$ cat config.mk
export PLATFORM = sky130hd
export DESIGN_NAME = auction_bid_collector_flat
export DESIGN_NICKNAME = d
export VERILOG_FILES = /design/src/rtl/auction_bid_collector_pkg.sv /design/src/rtl/auction_bid_collector_if.sv /design/src/rtl/auction_bid_collector_tmo_cnt.sv /design/src/rtl/auction_bid_collector.sv /design/src/flat_wrapper.sv
export SDC_FILE = /design/constraint.sdc
export NUM_CORES = 1
export LEC_CHECK = 0
export BUFFER_PORTS_ARGS = -buffer_cell sky130_fd_sc_hd__buf_2
export CORE_MARGIN = 2
export CORE_UTILIZATION = 30
export CTS_BUF_LIST = sky130_fd_sc_hd__clkbuf_4
export CTS_CLUSTER_DIAMETER = 200
export DETAILED_ROUTE_END_ITERATION = 7
export GPL_TIMING_DRIVEN = 0
export PLACE_DENSITY = 0.54
export SKIP_CTS_REPAIR_TIMING = 1
export SYNTH_ARGS = -nofsm -noshare
export SYNTH_HDL_FRONTEND = slang
export SYNTH_SLANG_ARGS = --single-unit
$ cat constraint.sdc
create_clock -name clk -period 21.5 [get_ports clk]
set_input_delay 2.15 -clock clk [delete_from_list [all_inputs] [get_ports clk]]
set_output_delay 2.15 -clock clk [all_outputs]
set_load 0.03 [all_outputs]
$ cat src/rtl/auction_bid_collector_pkg.sv
// Shared constants, FSM state type and helpers for the 10-way auction bid collector.
package auction_pkg;

  localparam int unsigned NBID  = 10;
  localparam int unsigned IDX_W = 4;

  typedef enum logic [1:0] {
    IDLE,
    COLLECT,
    EVAL,
    GRANT
  } state_e;

  // Indices outside 0..NBID-1 match no bit and yield an all-zero vector.
  function automatic logic [NBID-1:0] idx_onehot(input logic [IDX_W-1:0] idx);
    logic [NBID-1:0] oh;
    oh = '0;
    for (int unsigned i = 0; i < NBID; i++) begin
      if (idx == IDX_W'(i)) oh[i] = 1'b1;
    end
    return oh;
  endfunction

endpackage

$ cat src/rtl/auction_bid_collector_if.sv
// Bidder-side and grant-side handshakes of the auction bid collector.
interface auction_bid_collector_if #(
  parameter int unsigned bW = 17
);
  import auction_pkg::*;

  logic [NBID-1:0]         bid_valid;
  logic [NBID-1:0][bW-1:0] bid_value;
  logic [NBID-1:0]         bid_ready;
  logic                    grant_valid;
  logic                    grant_ready;
  logic [NBID-1:0]         grant_onehot;
  logic [bW-1:0]           grant_bid;
  logic                    grant_err;

  modport master (
    output bid_valid, bid_value, grant_ready,
    input  bid_ready, grant_valid, grant_onehot, grant_bid, grant_err
  );

  modport slave (
    input  bid_valid, bid_value, grant_ready,
    output bid_ready, grant_valid, grant_onehot, grant_bid, grant_err
  );

endinterface

$ cat src/rtl/auction_bid_collector_tmo_cnt.sv
// Collection-timeout counter: runs from the first accepted bid until cleared.
module auction_tmo_cnt #(
  parameter int unsigned TMO_W = 8
) (
  input  logic             clk,
  input  logic             rst,
  input  logic             clear_i,
  input  logic             start_i,
  input  logic [TMO_W-1:0] round_timeout_i,
  output logic             expired_o
);

  logic             run_q;
  logic [TMO_W-1:0] cnt_q, cnt_d;
  logic             tick;

  // The accept cycle itself counts as the first tick, so expiry lands
  // round_timeout cycles after the first accept.
  assign tick      = run_q | start_i;
  assign cnt_d     = tick ? cnt_q + TMO_W'(1) : cnt_q;
  assign expired_o = tick && (round_timeout_i != '0) && (cnt_d == round_timeout_i);

  always_ff @(posedge clk or posedge rst) begin
    if (rst) begin
      run_q <= 1'b0;
      cnt_q <= '0;
    end else if (clear_i) begin
      run_q <= 1'b0;
      cnt_q <= '0;
    end else if (tick) begin
      run_q <= 1'b1;
      cnt_q <= cnt_d;
    end
  end

endmodule

$ cat src/rtl/auction_bid_collector.sv
// Collects one bid per bidder, hands the frozen vector to the argmax stage,
// and issues a one-hot grant for the returned winner index.
module auction_bid_collector
  import auction_pkg::*;
#(
  parameter int unsigned bW    = 17,
  parameter int unsigned TMO_W = 8
) (
  input  logic                    clk,
  input  logic                    rst,
  auction_bid_collector_if.slave  bus,
  input  logic [TMO_W-1:0]        round_timeout,
  output logic [NBID-1:0][bW-1:0] bids_out,
  input  logic [IDX_W-1:0]        win_in,
  output logic [7:0]              round_id
);

  state_e                  state_q, state_d;
  logic [NBID-1:0]         mask_q, mask_d;
  logic [NBID-1:0]         ready_q, ready_d;
  logic [NBID-1:0]         accept;
  logic [NBID-1:0][bW-1:0] bids_q;
  logic                    eval_second_q;
  logic                    gvalid_q;
  logic [NBID-1:0]         gonehot_q;
  logic [bW-1:0]           gbid_q;
  logic                    gerr_q;
  logic [7:0]              round_q;
  logic                    tmo_expired;

  // ready_q is only non-zero in COLLECT, so it also gates acceptance.
  assign accept = bus.bid_valid & ready_q;

  auction_tmo_cnt #(.TMO_W(TMO_W)) u_tmo (
    .clk             (clk),
    .rst             (rst),
    .clear_i         (state_q != COLLECT),
    .start_i         (|accept),
    .round_timeout_i (round_timeout),
    .expired_o       (tmo_expired)
  );

  always_comb begin
    state_d = state_q;
    mask_d  = mask_q;
    unique case (state_q)
      IDLE: begin
        state_d = COLLECT;
        mask_d  = '0;
      end
      COLLECT: begin
        mask_d = mask_q | accept;
        if ((&mask_d) || tmo_expired) state_d = EVAL;
      end
      EVAL:    if (eval_second_q) state_d = GRANT;
      GRANT:   if (bus.grant_ready) state_d = IDLE;
      default: state_d = IDLE;
    endcase
    ready_d = (state_d == COLLECT) ? ~mask_d : '0;
  end

  always_ff @(posedge clk or posedge rst) begin
    if (rst) begin
      state_q       <= IDLE;
      mask_q        <= '0;
      ready_q       <= '0;
      bids_q        <= '0;
      eval_second_q <= 1'b0;
      gvalid_q      <= 1'b0;
      gonehot_q     <= '0;
      gbid_q        <= '0;
      gerr_q        <= 1'b0;
      round_q       <= '0;
    end else begin
      state_q       <= state_d;
      mask_q        <= mask_d;
      ready_q       <= ready_d;
      eval_second_q <= (state_q == EVAL) && !eval_second_q;
      if (state_q == IDLE) begin
        bids_q <= '0;
      end else begin
        for (int unsigned i = 0; i < NBID; i++) begin
          if (accept[i]) bids_q[i] <= bus.bid_value[i];
        end
      end
      if (state_q == EVAL && eval_second_q) begin
        gvalid_q  <= 1'b1;
        gonehot_q <= idx_onehot(win_in);
        if (win_in < IDX_W'(NBID)) begin
          gbid_q <= bids_q[win_in];
          gerr_q <= 1'b0;
        end else begin
          gbid_q <= '0;
          gerr_q <= 1'b1;
        end
      end else if (state_q == GRANT && bus.grant_ready) begin
        gvalid_q  <= 1'b0;
        gonehot_q <= '0;
        gbid_q    <= '0;
        gerr_q    <= 1'b0;
        round_q   <= round_q + 8'd1;
      end
    end
  end

  assign bus.bid_ready    = ready_q;
  assign bus.grant_valid  = gvalid_q;
  assign bus.grant_onehot = gonehot_q;
  assign bus.grant_bid    = gbid_q;
  assign bus.grant_err    = gerr_q;
  assign bids_out         = bids_q;
  assign round_id         = round_q;

endmodule
$ cat src/flat_wrapper.sv
// flat-port wrapper written by rule: the top's interface ports become plain ports
module auction_bid_collector_flat import auction_pkg::*;
#(
  parameter int unsigned bW    = 17,
  parameter int unsigned TMO_W = 8
)
  (clk, rst, round_timeout, bids_out, win_in, round_id, bus_bid_valid, bus_bid_value, bus_grant_ready, bus_bid_ready, bus_grant_valid, bus_grant_onehot, bus_grant_bid, bus_grant_err);
  auction_bid_collector_if #(.bW(bW)) bus_i ();
  input  logic clk;
  input  logic rst;
  input  logic [TMO_W-1:0] round_timeout;
  output logic [NBID-1:0][bW-1:0] bids_out;
  input  logic [IDX_W-1:0] win_in;
  output logic [7:0] round_id;
  input wire logic [$bits(bus_i.bid_valid)-1:0] bus_bid_valid;
  input wire logic [$bits(bus_i.bid_value)-1:0] bus_bid_value;
  input wire logic [$bits(bus_i.grant_ready)-1:0] bus_grant_ready;
  output wire logic [$bits(bus_i.bid_ready)-1:0] bus_bid_ready;
  output wire logic [$bits(bus_i.grant_valid)-1:0] bus_grant_valid;
  output wire logic [$bits(bus_i.grant_onehot)-1:0] bus_grant_onehot;
  output wire logic [$bits(bus_i.grant_bid)-1:0] bus_grant_bid;
  output wire logic [$bits(bus_i.grant_err)-1:0] bus_grant_err;
  assign bus_i.bid_valid = bus_bid_valid;
  assign bus_i.bid_value = bus_bid_value;
  assign bus_i.grant_ready = bus_grant_ready;
  assign bus_bid_ready = bus_i.bid_ready;
  assign bus_grant_valid = bus_i.grant_valid;
  assign bus_grant_onehot = bus_i.grant_onehot;
  assign bus_grant_bid = bus_i.grant_bid;
  assign bus_grant_err = bus_i.grant_err;
  auction_bid_collector #(.bW(bW), .TMO_W(TMO_W)) u_core (.clk(clk), .rst(rst), .bus(bus_i), .round_timeout(round_timeout), .bids_out(bids_out), .win_in(win_in), .round_id(round_id));
endmodule
==> results of run 1 <==
[power breakdown]
part | switching (uW) | internal [uW]
Clock | 210 | 233
Sequential | 155 | 608
Combinational | 664 | 290
Total | 1030 | 1130
[metrics by stage]
stage          area (um^2)  setup slack (ns)  total power (uW)
2_1_floorplan        10900             12.79              1340
3_3_place_gp         13600              9.49              1710
3_5_place_dp         13600             16.72              1720
4_1_cts              14500             17.50              2170
5_1_grt              14500             17.37              2280
6_report             14500             17.44              2160
[kinds of logic after synthesis]
logic type / after synthesis
buffers and inverters: 78
adders and majority gates: 2
muxes: 34
DFF: 239
xor gates and xnor gates: 23
AOI/OAI and AO/OA: 279
and+or+nand+nor: 479
[sequential cells by signal, indices dropped and copies added, names as in the netlist]
| register | flops |
|---|---|
| u_core.bus.grant_valid | 1 |
| u_core.bus.grant_onehot | 10 |
| u_core.bus.bid_ready | 10 |
| u_core.u_tmo.cnt_q | 8 |
| u_core.bids_out | 170 |
| u_core.round_id | 8 |
| u_core.u_tmo.run_q | 1 |
| u_core.mask_q | 10 |
| u_core.bus.grant_bid | 17 |
| u_core.bus.grant_err | 1 |
| u_core.state_q | 2 |
| u_core.eval_second_q | 1 |
[path summary, 6_finish.rpt]
path | from | endpoint
setup / recovery | win_in[1] | u_core.bus.grant_bid[0]$_DFFE_PP0P_
hold / removal | u_core.eval_second_q$_DFF_PP0_ | u_core.eval_second_q$_DFF_PP0_
setup reg to reg | u_core.state_q[0]$_DFF_PP0_ | u_core.bids_out[157]$_DFFE_PP0P_
hold reg to reg | u_core.eval_second_q$_DFF_PP0_ | u_core.eval_second_q$_DFF_PP0_
max in group asynchronous | rst | u_core.bids_out[89]$_DFFE_PP0P_
min in group asynchronous | rst | u_core.bids_out[32]$_DFFE_PP0P_
[per-layer routing]
metal,vias up,share of wire [%],global-route usage (%)
met5,-,0.056,0
met3,70,7.2,6.11
met1,5374,43,34.0
li1,4947,-,-
met4,4,2.3,8.54
met2,488,47,40.2
[critical path: cells and delay by family]
kind	cells	cell delay [ns]
buffers and inverters	3	1.66
multiplexers	1	0.50
AO/OA/AOI/OAI	2	0.24
AND/OR/NAND/NOR	1	0.11
[cell usage after synthesis, types with 2 or more instances]
cell,n,area [um^2]
nor4_1,5,31.3
buf_1,2,7.51
ha_1,2,25.0
dfrtp_1,239,5980
xnor2_1,16,140
mux4_2,34,766
xor2_1,7,61.3
o21a_1,11,82.6
and2_1,11,68.8
buf_2,5,25.0
a22o_1,2,17.5
or3_1,3,18.8
nor3_1,15,75.1
nand2_1,384,1440
or2b_1,2,15.0
a221o_1,2,20.0
clkbuf_1,66,248
a32o_1,9,90.1
a222oi_1,18,180
a21oi_1,205,1030
o21ai_0,4,20.0
inv_1,2,7.51
a21o_1,18,135
o22ai_1,5,31.3
nor2_1,28,105
nand4_1,5,31.3
nand3_1,5,25.0
or4_1,2,15.0
and3_1,3,18.8
nor2b_1,5,31.3
[cell type report]
type,count,area (um^2),area share (%)
clock buffers,98,736,5.07
flip-flops and latches,239,5980,41.2
plain buffers,75,293,2.02
inverters,3,18.8,0.129
clock inverters,17,123,0.846
multi-input cells,817,4650,32.1
well taps,461,577,3.98
repair buffers,413,2110,14.6
diodes,4,10.0,0.0690
==> key figures, run 1 <==
Floorplanning
  • Ports: around 410
  • Die height: around 190 um
  • Core Region: approximately 36,000 um^2
  • Row count: between 60 and 70
  • Die Wd: between 150 and 200 um
  • Starting density of the core: a little under a third
  • Die area: 38,000 um^2

Min path
  • HP Class: reg -> reg
  • Hold Path Depth: 1

Power and ir drop
  • Max VDD drop: 0.0716 mV
  • Power per cell area: 149 nW/um^2
  • Leakage: a little over 0.007 uW

Logic synthesis
  • Post-synth ARST share: 100%
  • Synth Area in XOR/XNOR: 1.84%
  • Syn Nets: roughly 1,300
  • Average cell area after synthesis: approximately 9.6 um^2
  • Post-synthesis compound-gate area fraction: between 15 and 20%
  • Mux contribution to synthesized area: ~7%
  • Netlist cell types: 49
  • Largest family of logic cells by synthesized area: simple AND/OR/NAND/NOR gates
  • Adder-Cell Fraction of Synth Area: less than 1%
  • EDFF count, synth: 0
  • Mapped Cells: 1,134
  • Sequential share of the synthesized area: approximately 55%
  • Synth Flop Type: dfrtp_1
  • #FFs+latches synth: 239
  • Synth warn: 0
  • Fraction of the mapped netlist area in simple logic gates: between 10% and 20%
  • Mapped Area: ~11,000 um^2

Drt
  • WL/cell: ~23 um
  • Total wire length: ~49,000 um
  • DRC Markers: 0
  • First-pass detailed-route iteration total: 5
  • Via count: roughly 11,000
  • Via/cell ratio: between 5 and 6
  • DRT antenna net count: 0
  • Initial DRC count: 870

Worst setup path
  • Slowest-stage cell, CP: clkbuf_1
  • R2r setup slk: around 19 ns
  • Crit path capture type: register
  • FF-to-FF path depth: 5
  • Worst EP required: around 22 ns
  • CP Max Fanout: 10
  • Critical path launch point type: input pin
  • Crit-path max cell delay: 0.80 ns
  • Setup CP Type: in -> reg
  • Crit-path cells: buf_2, buf_1, clkbuf_1, mux4_2, nand2_1, a21oi_1, a21o_1
  • Arr. time, crit path: 4.67 ns

Placement
  • DP HPWL: roughly 37,000 um
  • IO Port Bufs: 411
  • Final GP Congestion: 0.882
  • Placed Cells: about 2,000

Clock tree
  • H-tree depth: 3
  • Root Buffer Master: clkbuf_4
  • Reg clk slew, reported paths: approximately 0.050 ns
  • CTS tree: done
  • Worst-Skew Late Latency: around 0.75 ns
  • Clock Path Buffers: 3
  • Cts bufs inserted: 71
  • CTS sink cnt: 239

Global routing
  • Largest net degree at the start of global routing: 110
  • Initial antenna violation count: 5
  • Gr usage total: between 20% and 30%
  • Vias in the first global route: around 11,000
  • First-pass GRT wire length: 71,100 um
  • GRT Residual Overflow: 0

Timing
  • Skew final: 0.0422 ns
  • RSZ-0062 raised after global routing: false
  • Slew Viols, Final: 0
  • Final setup fails: 0
  • Setup TNS: 0 ns
  • Crit share post-route: 18.9%
  • Final Hold Violating Endpoints: 0
  • Worst Tran Pin Value: around 1 ns
  • Max Freq: ~0.25 GHz
  • Max-Slew Margin vs Limit: between 30% and 40%
  • Final worst path period need: around 4 ns
  • Hold_ws: roughly 0.47 ns

Layout
  • Fin util: between 40% and 50%
  • Layout cell share with drive strength beyond 1: between 30 and 40%
  • Most frequent cells in the layout: 416 x buf_2, 384 x nand2_1, 239 x dfrtp_1, 205 x a21oi_1, 98 x clkbuf_4
  • Filler cells: ~3,800
  • Commonest non-fill, non-tap cell in the layout: buf_2
  • Area grow syn2layout: 32.6%
  • Final cell count without fillers: 2,127
  • Nets@finish: between 1,500 and 2,000

Run
  • Maxcap violations: 0

Run status
  • Status: finished clean
Power figures use the tool's default switching activity.
==> run 2: changes to the inputs <==
Settings changed: ABC_AREA set to 1.
Clock period 21.5 ns to 3.8 ns, I/O delays scaled along.
==> run 2 against run 1 <==
Power rose to 5.9 times the previous value. Synthesized area increased by 2.2%. Critical path type is now reg -> reg. Clock power increased to 5.8 times the previous value. Critical endpoint is now u_core.bids_out[135]$_DFFE_PP0P_. Die area increased by 2.2%. Combinational power rose to 6.2 times the previous value. Critical path depth up 1. Sequential share of layout area down 5.3 points. Global-route usage rose by 1.4 points. Final area rose by 15%. Register-to-register slack worse by 18 ns. Setup slack got worse by 17 ns. Final cell count rose by 18%.
==> key figures, run 2 <==
Worst setup path
  • Critical path launch point type: register
  • Worst EP required: ~4.5 ns
  • Top Family by Delay on Critical Path: buffers and inverters
  • Crit-path max cell delay: 0.69 ns
  • Crit-path cells: inv_1, nand2_1, buf_2, clkbuf_1, clkbuf_1, nand3_1, nand2_1, dlygate4sd3_1
  • Setup CP Type: reg -> reg
  • Arr. time, crit path: about 3.8 ns
  • CP Max Fanout: 10
  • Slowest-stage cell, CP: clkbuf_1
  • Crit path capture type: register
  • CP Buf/Inv Count: 5

Logic synthesis
  • Average cell area after synthesis: 8.49 um^2
  • Post-synth top area share: between 50% and 60%
  • Top cells by count, synth: 282 x nand3_1, 239 x dfrtp_1, 208 x nand2_1, 159 x o21ai_0, 158 x inv_1
  • #FFs+latches synth: 239
  • Biggest area consumer among synthesized cells: dfrtp_1
  • Synth area leaders: dfrtp_1 54%, nand3_1 13%, o21ai_0 7.1%
  • EDFF count, synth: 0
  • Syn Nets: around 1,500
  • Top-count cell post-synth: nand3_1
  • Synth warn: 0
  • Mapped Area: 11,200 um^2
  • Netlist cell types: 35
  • Sequential share of the synthesized area: between 50% and 60%
  • Synth Flop Type: dfrtp_1
  • Post-synth ARST share: 100%
  • Mapped Cells: 1,317

Clock tree
  • CTS sink cnt: about 240
  • CTS tree: done
  • Reg clk slew, reported paths: 0.06 ns
  • H-tree depth: 3
  • Root Buffer Master: clkbuf_4
  • Worst-Skew Late Latency: ~0.75 ns
  • Cts bufs inserted: 71
  • Clock Path Buffers: 3

Layout
  • Max reg flops: 170
  • Area grow syn2layout: 49.0%
  • Multi-input logic area: around 4300 um^2
  • Filler cells: roughly 3,700
  • Commonest non-fill, non-tap cell in the layout: buf_2
  • Most frequent cells in the layout: 413 x buf_2, 282 x nand3_1, 239 x dfrtp_1, 208 x nand2_1, 177 x dlygate4sd3_1
  • FF+latch area: 5980 um^2
  • Layout cell share with drive strength beyond 1: approximately 28%
  • Nets@finish: roughly 2,200

Drt
  • Via/cell ratio: roughly 5.1
  • DRT antenna net count: 0
  • Total wire length: about 54,000 um
  • DRC Markers: 0
  • First-pass detailed-route iteration total: 8
  • Via count: ~13,000
  • WL/cell: between 20 and 25 um
  • Initial DRC count: around 850

Timing
  • Slew Viols, Final: 0
  • PnR worst setup slack: approximately 0.67 ns
  • Skew final: 0.0419 ns
  • RSZ-0062 raised after global routing: false
  • Worst Tran Pin Value: between 0.8 and 0.9 ns
  • Crit share post-route: approximately 82%
  • Final worst path period need: around 3.1 ns
  • Max Freq: around 0.32 GHz
  • Final Hold Violating Endpoints: 0
  • Final setup fails: 0
  • Max-Slew Margin vs Limit: between 40% and 50%

Floorplanning
  • Die Wd: 197 um
  • Die area: ~39,000 um^2
  • Core Region: 36,600 um^2
  • Ports: ~410
  • Starting density of the core: between 30 and 40%
  • Row count: 70
  • Die height: 197 um

Power and ir drop
  • Max VDD drop: approximately 0.42 mV
  • Power per cell area: ~760 nW/um^2
  • Final Power: roughly 13,000 uW
  • Leakage: ~0.0087 uW

Global routing
  • Gr usage total: 26.7%
  • First-pass GRT wire length: around 75,000 um
  • Initial antenna violation count: 6
  • Vias in the first global route: around 12,000
  • GRT Residual Overflow: 0
  • Largest net degree at the start of global routing: slightly above 40

Placement
  • IO Port Bufs: about 410
  • DP HPWL: ~41,000 um
  • Post-Place Worst Slack: approximately 0.84 ns
  • Final GP Congestion: around 0.86

Run
  • Maxcap violations: 0

Run status
  • Status: finished clean

Min path
  • HP Class: in -> reg
run 2: cell count changes after synthesis, sizes merged, moves of 12 or more:
cell / change
o221ai: +16
mux4: -34
nor2: +21
nand3: +278
o22ai: +12
a22oi: +25
a222oi: -18
nor3: -15
o21ai: +158
inv: +157
nand2: -152
a21oi: -204
a21o: -18
and2: -12
run 2: logic make-up (layout without fill, tap and decap cells):
kind of cell    after synthesis  in the layout  synth area share [%]
compound gates              243            243                  12.9
xor+xnor                     10             10                 0.784
fa+ha+maj                     2              2                 0.224
buf+inv                     243            959                  8.25
flops                       239            239                  53.5
mux                           1              1                 0.101
other cells                   0              7                     0
simple gates                579            579                  24.2
run 2: where the power goes:
part | total, uW | internal, uW | switching (uW)
logic | 5910 | 1640 | 4270
clock network | 2590 | 1410 | 1170
registers | 4220 | 3480 | 745
total | 12700 | 6540 | 6180
run 2: worst reg2reg max path, stage by stage (launching register included):
cell and delay [ns]:
dfrtp_1 0.41, inv_1 0.10, nand2_1 0.17, buf_2 0.30
clkbuf_1 0.69, clkbuf_1 0.63, nand3_1 0.16, nand2_1 0.09
dlygate4sd3_1 0.53
run 2: cell type report:
type / count / area share [%]
well taps: 468 / 3.52
diodes: 7 / 0.105
clock buffers: 107 / 4.82
multi-input cells: 835 / 25.7
inverters: 170 / 3.85
flip-flops and latches: 239 / 35.9
repair buffers: 594 / 23.7
plain buffers: 73 / 1.71
clock inverters: 15 / 0.714
run 2: per-stage QoR:
| step | hold WS [ns] | std cells | setup TNS [ns] | cell area, um^2 | utilization (%) |
|---|---|---|---|---|---|
| after CTS | -0.247 | 2324 | 0 | 14900 | 40.6 |
| final | 0.0583 | 2508 | 0 | 16700 | 45.5 |
| after global routing | -0.00254 | 2505 | 0 | 16600 | 45.5 |
| after detailed placement | 0.447 | 2202 | 0 | 13900 | 38.1 |
| after floorplan | 0.418 | 1317 | 0 | 11200 | - |
| after global placement | 0.437 | 2196 | -341.88 | 13800 | 37.8 |
run 2: worst paths after layout:
path / start / to / slack, ns / cells after the start
max: u_core.state_q[1]$_DFF_PP0_ / u_core.bids_out[135]$_DFFE_PP0P_ / 0.67 / 8
min: bus_bid_valid[7] / u_core.bids_out[130]$_DFFE_PP0P_ / 0.06 / 4
max reg2reg: u_core.state_q[1]$_DFF_PP0_ / u_core.bids_out[135]$_DFFE_PP0P_ / 0.67 / 8
min reg2reg: u_core.eval_second_q$_DFF_PP0_ / u_core.eval_second_q$_DFF_PP0_ / 0.45 / 1
max in group asynchronous: rst / u_core.bids_out[138]$_DFFE_PP0P_ / 2.25 / 6
min in group asynchronous: rst / u_core.bids_out[29]$_DFFE_PP0P_ / 0.35 / 3
run 2: routing by layer:
metal | GRT usage [%] | routed length (um) | vias up
li1 | - | - | 5834
met1 | 33.7 | 22500 | 6216
met2 | 44.3 | 26300 | 577
met3 | 7.34 | 3740 | 115
met4 | 8.88 | 1650 | 2
met5 | 0 | 11 | -
